$ cat src/rtl/hash_table_cmd_master.sv
// Command master for hash_table: takes one request at a time, drives the table op bus,
// returns the result on a response channel, and keeps saturating op/error counters.
module hash_table_cmd_master #(
   parameter int KEY_WIDTH      = 32,
   parameter int VALUE_WIDTH    = 32,
   parameter int TIMEOUT_CYCLES = 64,
   parameter int CNT_WIDTH      = 16
) (
   input  logic                   clk,
   input  logic                   rst,
   input  logic                   req_valid,
   output logic                   req_ready,
   input  logic [1:0]             req_op,
   input  logic [KEY_WIDTH-1:0]   req_key,
   input  logic [VALUE_WIDTH-1:0] req_value,
   output logic                   rsp_valid,
   input  logic                   rsp_ready,
   output logic [1:0]             rsp_op,
   output logic [VALUE_WIDTH-1:0] rsp_value,
   output logic                   rsp_error,
   output logic                   rsp_timeout,
   output logic [KEY_WIDTH-1:0]   ht_key,
   output logic [VALUE_WIDTH-1:0] ht_value,
   output logic [1:0]             ht_op_sel,
   output logic                   ht_op_en,
   input  logic [VALUE_WIDTH-1:0] ht_value_out,
   input  logic                   ht_op_done,
   input  logic                   ht_op_error,
   output logic [CNT_WIDTH-1:0]   op_count,
   output logic [CNT_WIDTH-1:0]   err_count,
   output logic [1:0]             dbg_state
);

   // Handshakes: a transfer happens on a rising clk edge where valid && ready are both 1;
   // the sender keeps valid and payload stable until that edge.

   localparam int TW = $clog2(TIMEOUT_CYCLES);
   localparam logic [TW-1:0] TMAX = TW'(TIMEOUT_CYCLES - 1);

   typedef enum logic [1:0] {
      IDLE    = 2'd0,
      ISSUE   = 2'd1,
      RELEASE = 2'd2,
      RESP    = 2'd3
   } state_t;

   state_t                 state, state_d;
   logic [TW-1:0]          timer, timer_d;
   logic                   req_ready_d, rsp_valid_d, rsp_error_d, rsp_timeout_d, ht_op_en_d;
   logic [1:0]             rsp_op_d, ht_op_sel_d;
   logic [VALUE_WIDTH-1:0] rsp_value_d, ht_value_d;
   logic [KEY_WIDTH-1:0]   ht_key_d;
   logic [CNT_WIDTH-1:0]   op_count_d, err_count_d;

   assign dbg_state = state;

   always_comb begin
      state_d       = state;
      timer_d       = timer;
      req_ready_d   = req_ready;
      rsp_valid_d   = rsp_valid;
      rsp_op_d      = rsp_op;
      rsp_value_d   = rsp_value;
      rsp_error_d   = rsp_error;
      rsp_timeout_d = rsp_timeout;
      ht_key_d      = ht_key;
      ht_value_d    = ht_value;
      ht_op_sel_d   = ht_op_sel;
      ht_op_en_d    = ht_op_en;
      op_count_d    = op_count;
      err_count_d   = err_count;

      case (state)
         IDLE: begin
            if (req_valid && req_ready) begin
               req_ready_d = 1'b0;
               rsp_op_d    = req_op;
               if (req_op == 2'b11) begin
                  // Illegal op never reaches the table bus
                  rsp_error_d   = 1'b1;
                  rsp_timeout_d = 1'b0;
                  rsp_value_d   = '0;
                  rsp_valid_d   = 1'b1;
                  state_d       = RESP;
               end else begin
                  ht_key_d    = req_key;
                  ht_value_d  = req_value;
                  ht_op_sel_d = req_op;
                  ht_op_en_d  = 1'b1;
                  timer_d     = '0;
                  state_d     = ISSUE;
               end
            end
         end

         ISSUE: begin
            // A done on the final timer cycle still counts as a normal completion
            if (ht_op_done) begin
               rsp_error_d   = ht_op_error;
               rsp_timeout_d = 1'b0;
               rsp_value_d   = (ht_op_sel == 2'b10 && !ht_op_error) ? ht_value_out : '0;
               ht_op_en_d    = 1'b0;
               state_d       = RELEASE;
            end else if (timer == TMAX) begin
               rsp_error_d   = 1'b1;
               rsp_timeout_d = 1'b1;
               rsp_value_d   = '0;
               ht_op_en_d    = 1'b0;
               state_d       = RELEASE;
            end else begin
               timer_d = timer + 1'b1;
            end
         end

         RELEASE: begin
            rsp_valid_d = 1'b1;
            state_d     = RESP;
         end

         RESP: begin
            if (rsp_ready) begin
               rsp_valid_d = 1'b0;
               req_ready_d = 1'b1;
               if (op_count != {CNT_WIDTH{1'b1}})
                  op_count_d = op_count + 1'b1;
               if (rsp_error && err_count != {CNT_WIDTH{1'b1}})
                  err_count_d = err_count + 1'b1;
               state_d = IDLE;
            end
         end

         default: state_d = IDLE;
      endcase
   end

   always_ff @(posedge clk) begin
      if (rst) begin
         state       <= IDLE;
         timer       <= '0;
         req_ready   <= 1'b1;
         rsp_valid   <= 1'b0;
         rsp_op      <= '0;
         rsp_value   <= '0;
         rsp_error   <= 1'b0;
         rsp_timeout <= 1'b0;
         ht_key      <= '0;
         ht_value    <= '0;
         ht_op_sel   <= '0;
         ht_op_en    <= 1'b0;
         op_count    <= '0;
         err_count   <= '0;
      end else begin
         state       <= state_d;
         timer       <= timer_d;
         req_ready   <= req_ready_d;
         rsp_valid   <= rsp_valid_d;
         rsp_op      <= rsp_op_d;
         rsp_value   <= rsp_value_d;
         rsp_error   <= rsp_error_d;
         rsp_timeout <= rsp_timeout_d;
         ht_key      <= ht_key_d;
         ht_value    <= ht_value_d;
         ht_op_sel   <= ht_op_sel_d;
         ht_op_en    <= ht_op_en_d;
         op_count    <= op_count_d;
         err_count   <= err_count_d;
      end
   end

endmodule

$ cat config.mk
export PLATFORM = sky130hd
export DESIGN_NAME = hash_table_cmd_master
export DESIGN_NICKNAME = d
export VERILOG_FILES = /design/src/rtl/hash_table_cmd_master.sv
export SDC_FILE = /design/constraint.sdc
export NUM_CORES = 1
export LEC_CHECK = 0
export ABC_AREA = 1
export ABC_CLOCK_PERIOD_IN_PS = 1910
export CAP_MARGIN = 20
export CORE_ASPECT_RATIO = 0.75
export CORE_UTILIZATION = 35
export CTS_CLUSTER_DIAMETER = 40
export DETAILED_ROUTE_END_ITERATION = 6
export PLACE_DENSITY = 0.74
export SETUP_SLACK_MARGIN = 0.3
export SYNTH_ARGS = -nofsm -noshare
export SYNTH_HDL_FRONTEND = slang
export SYNTH_SLANG_ARGS = --single-unit
$ cat constraint.sdc
create_clock -name clk -period 1.91 [get_ports clk]
set_input_delay 0.382 -clock clk [delete_from_list [all_inputs] [get_ports clk]]
set_output_delay 0.382 -clock clk [all_outputs]
set_load 0.1 [all_outputs]
* Word level (Yosys, flattened, before mapping) *
Cells that the tools add are included.
Widths: inputs -> output; s select.

storage, ports and cells
  word-level logic and storage cells = 87
  bits in registers = 145
  input bits = 104

operators by class
  bitwise logic cells = 1
  add/sub/neg operators = 3
  multiplexer cells = 36
  equal/unequal tests = 15
  reductions and logical operators = 18

operator list
  operator               number
  $mux 32                5
  $pmux 32 s2            1
  $add 16x1->16 const B  2
  $ne 16x16->1 const B   2
  $mux 6                 4
  $reduce_and 3->1       5
  $mux 1                 14
  $ne 2x2->1 const B     6
  $pmux 6 s2             1
  $reduce_and 4->1       3
  $mux 2                 5
  $eq 2x2->1 const B     4
  $pmux 1 s2             4
  $pmux 2 s4             1
  $add 6x1->6 const B    1
  $eq 6x6->1 const B     1
  $reduce_and 5->1       1
  $reduce_bool 2->1      2
  $logic_and 1x1->1      3
  $ne 3x3->1 const B     1
  $pmux 1 s3             1
  $reduce_bool 3->1      1
  $eq 2x1->1 const B     1
  $logic_not 2->1        1
  other kinds (3)        3

* Logic depth before layout (Yosys ltp) *
Gate-level depths: netlist of the first run.

  word-level depth = 5
  mapped depth = 11
  depth with buffers taken out = 10

* Worst setup path after synthesis of the first run *
Ideal clock, no wire load.

  path kind = flip-flop to flip-flop
  start point = register state[0] (netlist: dbg_state[0])
  end point = register rsp_value[23]
  clock period less this slack = 2362 ps
  setup slack = -452 ps
  setup time = 132 ps
  data arrival time = 2229 ps
  cell stages (with the launch flop) = 10
  path buffers = 1
  cell sequence = dfxtp_1 -> inv_1 -> ha_1 -> nand2_1 -> o21ai_2 -> inv_2 -> nand3_4 -> buf_4 -> nand2_1 -> a21oi_1

between the ends
  longest elaborated chain between the ends = 3
  elaborated cells between the ends (all ways) = 8
  classes of those cells = eq/ne (4); mux (1); reduce/logical (3)

ends and longest elaborated chain
  element                                                    RTL line  source
  start, declared                                            47        state_t state, state_d;
  start signal, assigned                                     153       state <= state_d;
  $eq 2x1->1 / $logic_not 2->1 (equally long branches)       73        case (state)
  $ne 3x3->1 (no source line), or another cell as far along  --
  $reduce_and 4->1 (no source line)                          --
  end signal, assigned                                       158       rsp_value <= rsp_value_d;
  end, declared                                              19        output logic [VALUE_WIDTH-1:0] rsp_value,

Several ways; a longest one is shown, not always the timed one.
A chain may end at the register's enable or synchronous reset.

* Worst setup path in the final report of the first run *
  start point = register state[0] (netlist: dbg_state[0])
  end point = register rsp_value[21]

Same word-level chain as after synthesis.

==> impl_metrics.json, run 1 <==
{
  "status": "completed",
  "wl_per_cell_microns": 14.5,
  "syn_inst": 913,
  "start_util_pct": 36.1,
  "place_hpwl_mm": 13.0,
  "p_seq_share_pct": 26.0,
  "rr_endpoint": "rsp_value[21]",
  "avgSynthCellArea_sq_um": 7.02,
  "cts_buffers": 17,
  "crit_required_ns": 2.18,
  "fin_crit_ns": 1.60,
  "cts_max_path_buffers": 2,
  "ioPinCount": 243,
  "tritoncts": "yes",
  "worst_pin_slew_ns": 0.603,
  "cts.sinks": 145,
  "synth_top_area_share_pct": 45.3,
  "leakagePower_nw": 4.39,
  "fmax_mhz": 624,
  "switching_power_w": 0.00687,
  "diodes": 0,
  "yosys_register_bits": 145,
  "utilization_pct": 58.3,
  "ctsHtreeMaxLevel": 4,
  "syn_area_sq_um": 6410,
  "drive_gt1_share_pct": 26.5,
  "path_class": "reg2reg",
  "combPwrFrac_pct": 50.1,
  "crit_end": "rsp_value[21]",
  "io_buffers": 242,
  "root_buffer": "clkbuf_16",
  "yosys-top-cells-area": "dfxtp_1, nor2_1, nand2_1",
  "critPathLaunch": "dbg_state[0]",
  "vias_per_cell": 4.73,
  "r2r_slack_ns": 0.31,
  "groute.usage.overall_pct": 20.5,
  "antenna_found_initial": 1,
  "yosysTopAreaCell": "dfxtp_1",
  "ant_nets": 0,
  "clockPowerShare_pct": 23.9,
  "holdCritPathClass": "reg2reg",
  "clock_latency_ns": 0.42,
  "rsz0062_at_grt": "yes",
  "finalSetupViolCount": 0,
  "p_int_w": 0.00754,
  "num_rows": 42,
  "ys_types": 33,
  "reg2reg_depth": 9,
  "synthesis.nets": 1025,
  "synth_seq_area_share_pct": 45.3,
  "die_area_sq_um": 18900,
  "cp.arrival_ns": 1.87,
  "worst_r2r_startpoint": "dbg_state[0]",
  "grt_first_pass_wirelength_mm": 30.6,
  "place.gp.congestion": 0.837,
  "cp_max_fo": 8,
  "drc": 0,
  "timing.max_cap.violations": 0,
  "fillers": 1641,
  "wirelength_mm": 20.8,
  "p_sw_share_pct": 47.7,
  "hold_viol": 0,
  "ir_worst_vdd_v": 0.000862,
  "grt_pass1_vias": 6066,
  "cts.clk_slew.worst_paths_ns": 0.06,
  "die_height_microns": 119,
  "fin_skew_ns": 0.00804,
  "first_pass_iters": 7,
  "p_per_area_nw_per_um2": 1390,
  "die_w_microns": 158,
  "fin_cells": 1428,
  "core_sq_um": 17800,
  "start_kind": "flip-flop",
  "drtIter0Drc": 517,
  "overflow": 0,
  "dp_cells": 1364,
  "vias": 6753,
  "cts_hold_buf": 0,
  "area_growth_pct": 61.7,
  "final_nets": 1285,
  "slew-limit-headroom_pct": 59.8,
  "endpoint_kind": "flip-flop",
  "grt_max_degree": 65,
  "slew_viol_final": 0,
  "synth_warnings": 0,
  "fin_crit_sh_pct": 83.9
}
[power by group through the flow]
stage / sequential [W] / combinational (W) / clock, W
6_report: 0.00374 / 0.00722 / 0.00344
2_1_floorplan: 0.00684 / 0.00186 / 0
4_1_cts: 0.00377 / 0.00660 / 0.00351
3_5_place_dp: 0.00383 / 0.00641 / 0
3_3_place_gp: 0.00381 / 0.00639 / 0
5_1_grt: 0.00380 / 0.00759 / 0.00363
[synthesized netlist by cell type (all sizes together)]
library cell / instances
nor3b: 1
buf: 39
o21ai: 72
nor2: 242
a221o: 1
ha: 8
nor3: 6
or2: 3
nand4: 40
inv: 78
nand3: 33
xnor2: 3
xor2: 5
clkbuf: 11
and3: 1
nand2: 160
a21boi: 1
dfxtp: 145
nand3b: 1
a21oi: 63
[worst max-delay path: stages, from the launching register on]
cell,delay [ns]
dfxtp_4,0.41
inv_4,0.06
ha_4,0.19
nand2_4,0.08
o21ai_2,0.07
inv_2,0.11
nand3_4,0.19
clkbuf_16,0.24
nand2_1,0.06
a21oi_1,0.05
[metrics by stage]
step	hold WS [ns]	area [sq um]	setup TNS (ns)	total power (W)	setup WS (ns)
2_1_floorplan	0.456	6600	0	0.00870	0.278
3_3_place_gp	0.433	9140	-0.0882	0.0102	-0.0330
4_1_cts	0.439	9850	0	0.0139	0.290
6_report	0.446	10400	0	0.0144	0.308
3_5_place_dp	0.435	9140	-0.437	0.0102	-0.118
5_1_grt	0.476	10400	0	0.0150	0.236
[sequential cells by signal, indices dropped and copies added (netlist names)]
name         count
err_count       16
rsp_valid        1
rsp_timeout      1
rsp_value       32
req_ready        1
ht_key          32
timer            6
ht_op_sel        2
dbg_state        2
ht_value        32
op_count        16
rsp_error        1
ht_op_en         1
rsp_op           2
[cell families after synthesis]
kind of cell	after synthesis	share of synthesized area [%]
fa+ha+maj	8	1.56
compound gates	137	10.9
xor+xnor	8	1.09
simple gates	487	31.9
flops	145	45.3
buf+inv	128	9.28
[routing by layer]
layer	global-route usage, %	vias up	wire length (microns)
met5	0	-	0
met4	6.67	0	313
met2	30.7	193	9020
met3	6.04	25	1460
met1	28.0	3086	9970
li1	-	3449	-
[final cells by class]
type	instances	area, sq um	share of cell area (%)
Clock inverter	11	110	1.06
Tap cell	242	303	2.92
Sequential cell	145	3010	29.0
Timing Repair Buffer	290	2980	28.8
Inverter	78	312	3.01
Multi-Input combinational cell	641	3150	30.4
Clock buffer	21	503	4.85
[layout by cell type, fill, tap and decap left out, types with 27 or more instances in the layout]
cell	count
buf_12	29
nand3_1	31
buf_4	144
nor2_1	224
a21oi_1	60
clkdlybuf4s50_1	102
o21ai_1	56
nand4_1	40
clkbuf_16	27
nand2_1	147
inv_1	69
dfxtp_1	105
[timing repair]
action / 4_1_cts / 5_1_grt
setup endpoints to repair: 60 / 130
setup buffers: 4 / 16
gates resized for setup: 13 / 44
pin swaps: 4 / 18
gates cloned: 2 / 10
[how the worst min path moves through the flow]
stage | from | to | slack [ns] | depth (start not counted)
2_1_floorplan | timer[0] | timer[0] | 0.46 | 2
3_3_place_gp | rsp_op[0] | rsp_op[0] | 0.43 | 2
3_5_place_dp | rsp_op[0] | rsp_op[0] | 0.44 | 2
4_1_cts | rst | op_count[15] | 0.44 | 4
5_1_grt | rst | op_count[15] | 0.48 | 4
6_report | rsp_op[0] | rsp_op[0] | 0.45 | 2
Power figures use the tool's default switching activity.
==> inputs of run 2 (changes only) <==
--- a/config.mk
+++ b/config.mk
@@ -6,13 +6,13 @@
 export NUM_CORES = 1
 export LEC_CHECK = 0
 export ABC_AREA = 1
-export ABC_CLOCK_PERIOD_IN_PS = 1910
+export ABC_CLOCK_PERIOD_IN_PS = 1400
 export CAP_MARGIN = 20
 export CORE_ASPECT_RATIO = 0.75
 export CORE_UTILIZATION = 35
 export CTS_CLUSTER_DIAMETER = 40
 export DETAILED_ROUTE_END_ITERATION = 6
-export PLACE_DENSITY = 0.74
+export PLACE_DENSITY = 0.77
 export SETUP_SLACK_MARGIN = 0.3
 export SYNTH_ARGS = -nofsm -noshare
 export SYNTH_HDL_FRONTEND = slang
==> constraint.sdc (replaced) <==
create_clock -name clk -period 1.4 [get_ports clk]
set_input_delay 0.28 -clock clk [delete_from_list [all_inputs] [get_ports clk]]
set_output_delay 0.28 -clock clk [all_outputs]
set_load 0.1 [all_outputs]
==> run 2 against run 1 <==
Compared with the run above: the run now ends with negative setup slack left; sequential share of layout area decreased by 6.6 points; global-route usage increased by 3.1 points; register-to-register slack worse by 0.63 ns; sequential power rose by 48%; die area did not move; core utilization grew 21 points; critical path depth is the same; non-clock buffer count is 129 higher; clock skew up 0.0082 ns; clock power grew 28%; first-iteration DRC count up 18%; largest cell class is now buffers; highest routed layer unchanged.
==> impl_metrics.json, run 2 (synthesis results as in run 1) <==
{
  "cts.sinks": 145,
  "timing.max_cap.violations": 0,
  "slew-limit-headroom_pct": 77.7,
  "io_buffers": 242,
  "pre_cts_slack_ns": -0.346,
  "drc": 0,
  "largestRegisters": "ht_key (32), ht_value (32), rsp_value (32)",
  "status": "finished with violations",
  "ir_worst_vdd_v": 0.00141,
  "cts_buffers": 17,
  "combPwrFrac_pct": 56.8,
  "fmax_mhz": 580,
  "endpoint_kind": "flip-flop",
  "finalSetupViolCount": 146,
  "slew_viol_final": 0,
  "violations": "negative setup slack",
  "diodes": 0,
  "p_per_area_nw_per_um2": 1630,
  "p_int_w": 0.0123,
  "die_area_sq_um": 18900,
  "grt_max_degree": 54,
  "drtIter0Drc": 612,
  "place_hpwl_mm": 15.6,
  "p_sw_share_pct": 46.5,
  "start_util_pct": 36.1,
  "path_buf_inv": 2,
  "cpLargestDelayFamily": "simple AND/OR/NAND/NOR gates",
  "final_common_cell": "nor2_1",
  "ioPinCount": 243,
  "vias_per_cell": 5.26,
  "fin_crit_sh_pct": 123,
  "grt_first_pass_wirelength_mm": 35.2,
  "rsz0062_at_grt": "yes",
  "area_growth_pct": 120,
  "grt_pass1_vias": 7227,
  "first_pass_iters": 5,
  "hold_viol": 0,
  "p_seq_share_pct": 24.1,
  "fin_skew_ns": 0.0163,
  "cp_max_fo": 8,
  "switching_power_w": 0.0107,
  "cts_hold_buf": 0,
  "cp_slowest_stage_delay_ns": 0.36,
  "die_height_microns": 119,
  "critPathSlowestCell": "dfxtp_4",
  "worst_pin_slew_ns": 0.333,
  "overflow": 0,
  "place.gp.congestion": 0.840,
  "drive_gt1_share_pct": 53.6,
  "ctsHtreeMaxLevel": 4,
  "antenna_found_initial": 0,
  "groute.usage.overall_pct": 23.6,
  "fillers": 946,
  "cts.clk_slew.worst_paths_ns": 0.07,
  "root_buffer": "clkbuf_16",
  "wirelength_mm": 29.5,
  "crit_required_ns": 1.73,
  "setup_ws_ns": -0.323,
  "clockPowerShare_pct": 19.1,
  "power_w": 0.0230,
  "tritoncts": "yes",
  "die_w_microns": 158,
  "final_cell_mix": "nor2_1, buf_12, nand2_1",
  "core_sq_um": 17800,
  "start_kind": "flip-flop",
  "crit_chain": "inv_4, ha_4, nand2_4, nor2_4, nand2_4, clkbuf_16, nor2_4, nand4_1, a21oi_1",
  "cts_max_path_buffers": 2,
  "leakagePower_nw": 5.79,
  "wl_per_cell_microns": 18.9,
  "path_class": "reg2reg",
  "cp.arrival_ns": 2.05,
  "final_nets": 1414,
  "holdCritPathClass": "in2reg",
  "vias": 8186,
  "num_rows": 42,
  "clock_latency_ns": 0.44,
  "fin_crit_ns": 1.72,
  "ant_nets": 0
}
==> run 2: layout make-up <==
type                            count  area, sq um  share of cell area (%)
Tap cell                          242          303                    2.14
Multi-Input combinational cell    640         3950                    28.0
Sequential cell                   145         3160                    22.4
Clock buffer                       18          450                    3.19
Inverter                           78          343                    2.43
Clock inverter                     14          103                   0.727
Timing Repair Buffer              419         5790                    41.0
Timing Repair inverter              1         11.3                  0.0798
==> run 2: final timing paths <==
| kind | start | to | slack, ns | depth (start not counted) |
|---|---|---|---|---|
| worst max-delay path | dbg_state[1] | rsp_value[15] | -0.32 | 9 |
| worst min-delay path | rst | rsp_value[30] | 0.32 | 3 |
| worst max register to register | dbg_state[1] | rsp_value[15] | -0.32 | 9 |
| worst min register to register | rsp_op[1] | rsp_op[1] | 0.48 | 2 |
==> run 2: repair_timing <==
action | in CTS | in global routing
buffers inserted | 12 | 58
cloned | 3 | 17
pin swaps | 30 | 84
setup endpoints to repair | 284 | 284
gates resized for setup | 76 | 252
==> run 2: power groups by stage <==
stage          logic, W  registers [W]  clock network, W
2_1_floorplan   0.00275        0.00948                 0
3_3_place_gp     0.0106        0.00556                 0
3_5_place_dp     0.0107        0.00559                 0
4_1_cts          0.0113        0.00552           0.00439
5_1_grt          0.0135        0.00560           0.00463
6_report         0.0131        0.00554           0.00439
==> run 2: routing by layer <==
metal | global-route usage (%) | wire, microns
met2 | 41.5 | 14900
met5 | 0 | 0
met1 | 26.2 | 10400
met3 | 9.24 | 3040
met4 | 6.37 | 1160
==> run 2: metrics by stage <==
stage	TNS (ns)	instance area [sq um]	util (%)	hold slack (ns)	cells
finish	-19.78	14100	79.5	0.324	1557
global placement	-29.64	11400	64.3	0.455	1435
floorplan	-23.82	6900	-	0.426	913
global route	-27.54	14100	79.5	0.329	1557
detailed placement	-35.69	11400	64.3	0.468	1435
CTS	-7.14	12400	69.7	0.315	1482
==> run 2: worst reg2reg max path, cell delays in order (launching register included) <==
cell,delay (ns)
dfxtp_4,0.36
inv_4,0.08
ha_4,0.19
nand2_4,0.08
nor2_4,0.11
nand2_4,0.11
clkbuf_16,0.21
nor2_4,0.08
nand4_1,0.12
a21oi_1,0.29
